`src/rtl/ram_reader.sv`:
```
// ram_reader: sequential read-back of the lab RAM.
// Checks word==address, sums words, flags completion.
module ram_reader #(
  parameter int ADDR_W  = 8,
  parameter int DATA_W  = 8,
  parameter int N_WORDS = 169,
  parameter int ERR_W   = 8
) (
  input  logic              clk,
  input  logic              reset,
  input  logic              inicio,
  output logic [ADDR_W-1:0] ram_addr,
  output logic              ram_rd_en,
  input  logic [DATA_W-1:0] ram_rdata,
  output logic [DATA_W-1:0] x,
  output logic              x_valid,
  output logic [ERR_W-1:0]  erro_count,
  output logic [15:0]       soma,
  output logic              fim
);

  typedef enum logic [1:0] {
    OCIOSO,
    LEITURA,
    DRENO,
    FIM
  } state_t;

  localparam logic [ADDR_W-1:0] LAST = ADDR_W'(N_WORDS - 1);

  state_t            state;
  state_t            state_nx;
  logic              start;
  logic              last;
  logic              bad;
  logic              rd_en_d;
  logic [ADDR_W-1:0] addr_d;

  // state register
  always_ff @(posedge clk or negedge reset) begin
    if (!reset) state <= OCIOSO;
    else        state <= state_nx;
  end

  // next-state decode
  always_comb begin
    state_nx = state;
    unique case (state)
      OCIOSO:  if (inicio) state_nx = LEITURA;
      LEITURA: if (last)   state_nx = DRENO;
      DRENO:               state_nx = FIM;
      FIM:     if (inicio) state_nx = LEITURA;
    endcase
  end

  // control strobes for the datapath
  always_comb begin
    start = inicio & ((state == OCIOSO) | (state == FIM));
    last  = (state == LEITURA) & (ram_addr == LAST);
    bad   = ram_rdata != DATA_W'(addr_d);
  end

  // address generator; compares before increment so no wrap at 2**ADDR_W
  always_ff @(posedge clk or negedge reset) begin
    if (!reset) begin
      ram_addr  <= '0;
      ram_rd_en <= 1'b0;
    end else if (start) begin
      ram_addr  <= '0;
      ram_rd_en <= 1'b1;
    end else if (last) begin
      ram_rd_en <= 1'b0;
    end else if (ram_rd_en) begin
      ram_addr  <= ram_addr + 1'b1;
    end
  end

  // one-cycle delayed enable/address tag the returning read data
  always_ff @(posedge clk or negedge reset) begin
    if (!reset) begin
      rd_en_d <= 1'b0;
      addr_d  <= '0;
    end else begin
      rd_en_d <= ram_rd_en;
      addr_d  <= ram_addr;
    end
  end

  // capture word, accumulate checksum and saturating error count
  always_ff @(posedge clk or negedge reset) begin
    if (!reset) begin
      x          <= '0;
      x_valid    <= 1'b0;
      erro_count <= '0;
      soma       <= '0;
    end else begin
      x_valid <= rd_en_d;
      if (start) begin
        erro_count <= '0;
        soma       <= '0;
      end else if (rd_en_d) begin
        x    <= ram_rdata;
        soma <= soma + 16'(ram_rdata);
        if (bad && (erro_count != '1))
          erro_count <= erro_count + 1'b1;
      end
    end
  end

  // completion flag, raised with the last capture
  always_ff @(posedge clk or negedge reset) begin
    if (!reset)              fim <= 1'b0;
    else if (start)          fim <= 1'b0;
    else if (state == DRENO) fim <= 1'b1;
  end

endmodule

```
`config.mk`:
```
export PLATFORM = sky130hd
export DESIGN_NAME = ram_reader
export DESIGN_NICKNAME = d
export VERILOG_FILES = /design/src/rtl/ram_reader.sv
export SDC_FILE = /design/constraint.sdc
export NUM_CORES = 1
export LEC_CHECK = 0
export CAP_MARGIN = 5
export CELL_PAD_IN_SITES_DETAIL_PLACEMENT = 1
export CELL_PAD_IN_SITES_GLOBAL_PLACEMENT = 1
export CORE_ASPECT_RATIO = 1.5
export CORE_MARGIN = 4
export CORE_UTILIZATION = 43
export DETAILED_ROUTE_END_ITERATION = 16
export GPL_TIMING_DRIVEN = 0
export PLACE_DENSITY = 0.94
export SKIP_LAST_GASP = 1
export SLEW_MARGIN = 20
export SYNTH_ARGS = -nofsm -noshare
export SYNTH_HDL_FRONTEND = slang
export SYNTH_SLANG_ARGS = --single-unit
export TNS_END_PERCENT = 100
```
`constraint.sdc`:
```
create_clock -name clk -period 3.2 [get_ports clk]
set_input_delay 0.64 -clock clk [delete_from_list [all_inputs] [get_ports clk]]
set_output_delay 0.64 -clock clk [all_outputs]
set_load 0.02 [all_outputs]
```
==> summary.txt, run 1 <==
Timing
  • Max-slew violations: 0
  • Hold Vio Cnt, Final: 0
  • Final Cycle Share: 87.82%
  • Worst slew pin tran: 0.7054 ns
  • Tmin final: 2.810 ns
  • Fin worst setup slack: 0.3898 ns
  • Fmax: around 360 MHz
  • Clk_skew: 0.009986 ns
  • RSZ-0062 raised after global routing: false
  • Final setup violation count: 0
  • Max-slew headroom: 52.98%

Outcome
  • Status: completed

Placement
  • Post-placement cell area: between 0.003 and 0.004 mm²
  • RePlAce Congestion: about 0.82
  • Port bufs: 53
  • Place WS: 0.1475 ns
  • Post-placement cell count: 392
  • Dpl hpwl: approximately 5700 µm

Worst setup path
  • Critical R2R Launch: soma[0]$_DFFE_PN0P_
  • Crit-path max FO: 3
  • R2r endpoint: soma[6]$_DFFE_PN0P_
  • Worst EP required: 3.41 ns
  • Max incr delay on CP: 0.48 ns
  • Nature of the critical path endpoint: flop
  • Crit Path Class: primary input to flop
  • Crit path max-delay cell type: clkdlybuf4s50_1
  • Crit path arrival time: ~3 ns
  • R2R Setup Slk: 0.84 ns
  • Crit-path cells: clkdlybuf4s50_1 -> ha_1 -> fa_1 -> a211oi_1 -> nor2_1 -> o21ai_1 -> nor4b_1 -> a211o_1
  • Startpoint Class: primary input
  • Reg2Reg Depth: 7

Logic synthesis
  • Seq/Total Area, Yosys: 48.24%
  • Post-synth ARST share: 100.0%
  • Synth Register Bits: between 50 and 60
  • Commonest register cell after synthesis: dfrtp_1
  • Post-synth EDFFs: 0
  • Post-Syn Instances: 265
  • Share of the synthesized area in the top cell type: 48.24%
  • Post-Syn Area: 0.002801 mm²
  • Synth top area cells: dfrtp_1, ha_1, nor2_1
  • Largest area contributor in the netlist: dfrtp_1
  • Syn nets: 290
  • Syn Area/Cell: 10.57 µm²
  • Netlist cell types: 49
  • Yosys Warn Count: 0

Power and ir drop
  • Seq pwr share: 35.2%
  • Pwr Total: ~3.1 mW
  • Worst VDD drop: slightly below 0.6 mV
  • Switching Share: a little over two fifths
  • Psw: 1.317 mW
  • Pint: 1.749 mW
  • Clock share of power: around an eighth
  • Pleak: 1.629 nW
  • P per Cell Area: 872.7 mW/mm²
  • Comb power frac: 51.5%

Global routing
  • Total congestion overflow: 0
  • Gr busiest metal: met2
  • Initial antenna violation count: 0
  • Met1 global-route usage: between 20% and 30%
  • GRT Total Usage: 22.52%
  • First-pass GRT wire length: between 10000 and 15000 µm
  • Pin count of the biggest net entering global routing: 55
  • M3 GR Usage: 4.409%
  • Met2 Usage GRT: 39.40%
  • Vias in the first global route: ~2700

Flow run
  • Max-Cap Viols: 0

Detailed routing
  • Drt first pass iters: 4
  • Detailed-route DRC error count: 0
  • Routed WL per cell: 20.42 µm
  • Post-route ant nets: 0
  • Initial DRC count: roughly 110
  • Via count: 2376
  • Via density per instance: about 5.9
  • Routed WL: 8168 µm

Clock tree
  • Clock buffer depth: 2
  • Post-CTS Resized: 0
  • Clock Sink Count: 54
  • Clk slew on worst S/H paths: 0.10 ns
  • CTS tree: yes
  • Num CTS Buffers: 5
  • H-tree depth: 2
  • Root Buffer: clkbuf_8
  • CTS Hold Buffers Added: 0
  • Post-CTS Setup Inserts: 0
  • Worst-Skew Late Latency: 0.32 ns

Floorplanning
  • Die Wd: 73.91 µm
  • Chip height: 106.9 µm
  • Initial core utilization: 45.05%
  • Core box area: ~0.0062 mm²
  • Die area: 0.007897 mm²
  • Row count: 35
  • I/O pins: 54

Cells and area
  • Ant diodes: 0
  • Final instance area: 0.003513 mm²
  • Layout Cells excl Fill: 400
  • Layout area overhead: 25.41%
  • Final core occ: 56.50%
  • # fillers: between 600 and 700
  • Final net count: 350
  • Register Area: 0.001351 mm²
  • Multi-input logic area: between 0.001 and 0.0015 mm²
  • Layout cell share with drive strength beyond 1: 9.202%

Hold path
  • Worst hold path class: primary input to async pin
registers in the layout, summed over array words and instances, names as in the netlist:
name	cells
addr_d	8
erro_count	8
fim	1
ram_addr	8
ram_rd_en	1
rd_en_d	1
soma	16
state	2
x	8
x_valid	1
area by class of cell:
| cell class | count | share of cell area, % |
|---|---|---|
| clock buffers | 7 | 2.457 |
| clock inverters | 1 | 0.1425 |
| inverters | 5 | 0.5342 |
| multi-input cells | 196 | 39.32 |
| well taps | 74 | 2.635 |
| flip-flops and latches | 54 | 38.46 |
| plain buffers | 10 | 1.425 |
| repair buffers | 53 | 15.03 |
routing by layer:
layer | routed length [µm] | up-vias
met1 | 3118 | 1199
met3 | 374 | 30
met5 | 0 | -
li1 | - | 1061
met4 | 320 | 0
met2 | 4354 | 86
critical path: cells and delay by family:
kind,cells,cell delay (ns)
AO/OA/AOI/OAI,3,0.95
AND/OR/NAND/NOR,2,0.25
adder cells (fa/ha/maj),2,0.71
buffers and inverters,1,0.48
how the worst max path moves through the flow:
stage / from / endpoint / slack [ns] / depth (start not counted)
6_report: ram_rdata[0] / soma[6]$_DFFE_PN0P_ / 0.39 / 8
5_1_grt: ram_rdata[0] / soma[12]$_DFFE_PN0P_ / 0.38 / 8
4_1_cts: ram_rdata[0] / soma[6]$_DFFE_PN0P_ / 0.41 / 8
3_5_place_dp: ram_rdata[0] / soma[6]$_DFFE_PN0P_ / 0.15 / 8
3_3_place_gp: reset / soma[12]$_DFFE_PN0P_ / -0.15 / 1
2_1_floorplan: ram_rdata[0] / soma[6]$_DFFE_PN0P_ / 0.98 / 7
synth_stat cells (2+ instances only):
| cell type | number |
|---|---|
| dfrtp_1 | 54 |
| nor2_1 | 31 |
| nand2_1 | 20 |
| nand4_1 | 14 |
| ha_1 | 13 |
| xnor2_1 | 11 |
| xor2_1 | 11 |
| o21ai_0 | 10 |
| mux2i_1 | 9 |
| mux2_2 | 8 |
| a21oi_1 | 6 |
| nand3_1 | 6 |
| and2_1 | 5 |
| and3_1 | 5 |
| inv_1 | 5 |
| nand2b_1 | 5 |
| buf_2 | 4 |
| a211oi_1 | 3 |
| a31o_2 | 3 |
| buf_1 | 3 |
| o31ai_1 | 3 |
| a211o_1 | 2 |
| a21o_1 | 2 |
| a21oi_2 | 2 |
| clkbuf_1 | 2 |
| nand4b_1 | 2 |
| nor2b_1 | 2 |
| nor3b_1 | 2 |
| o211ai_1 | 2 |
per-stage QoR:
stage	hold WS [ns]	TNS, ns
after floorplan	0.3444	0
after global placement	0.3896	-7.664
after detailed placement	0.3925	0
after CTS	0.3954	0
after global routing	0.4022	0
final	0.3589	0
power by group through the flow:
| stage | registers, mW | logic (mW) | clock network (mW) |
|---|---|---|---|
| finish | 1.08 | 1.58 | 0.407 |
| detailed placement | 1.08 | 1.54 | 0 |
| global route | 1.11 | 1.73 | 0.445 |
| global placement | 1.06 | 1.46 | 0 |
| CTS | 1.08 | 1.59 | 0.407 |
| floorplan | 1.23 | 0.771 | 0 |
kinds of logic after synthesis:
logic type	count (synthesis)	share of synthesized area (%)
DFF	54	48.24
and+or+nand+nor	102	19.03
buffers and inverters	15	2.457
xor gates and xnor gates	22	6.878
muxes	17	6.432
AOI/OAI and AO/OA	41	10.45
adders and majority gates	14	6.521
cell usage in the layout, fill, tap and decap left out, drive strengths merged, types with 2 or more instances in the layout:
master         netlist  layout
ha                  13      13
clkbuf               2       9
a31oi                2       2
mux2i                9       9
xnor2               11      11
a211oi               3       3
inv                  5       5
xor2                11      11
dfrtp               54      54
nor2b                3       3
and2                 5       5
mux2                 8       8
buf                  8       9
a31o                 3       3
nand4               14      14
o21ai               11      11
nand4b               2       2
a211o                2       2
nand3                6       6
nand2               20      20
o31ai                3       3
clkdlybuf4s50        0      52
and3                 5       5
nor3b                2       2
a21oi                8       8
a21o                 2       2
o211ai               2       2
nand2b               5       5
nor2                31      31
Note: power is estimated with default switching activity, not from simulation.
==> run 2: changes to the inputs <==
--- a/config.mk
+++ b/config.mk
@@ -14,6 +14,7 @@
 export DETAILED_ROUTE_END_ITERATION = 16
 export GPL_TIMING_DRIVEN = 0
 export PLACE_DENSITY = 0.94
+export SKIP_CTS_REPAIR_TIMING = 1
 export SKIP_LAST_GASP = 1
 export SLEW_MARGIN = 20
 export SYNTH_ARGS = -nofsm -noshare
==> results of run 2 <==
Final layout, timing and power as in run 1 (identical DEF).
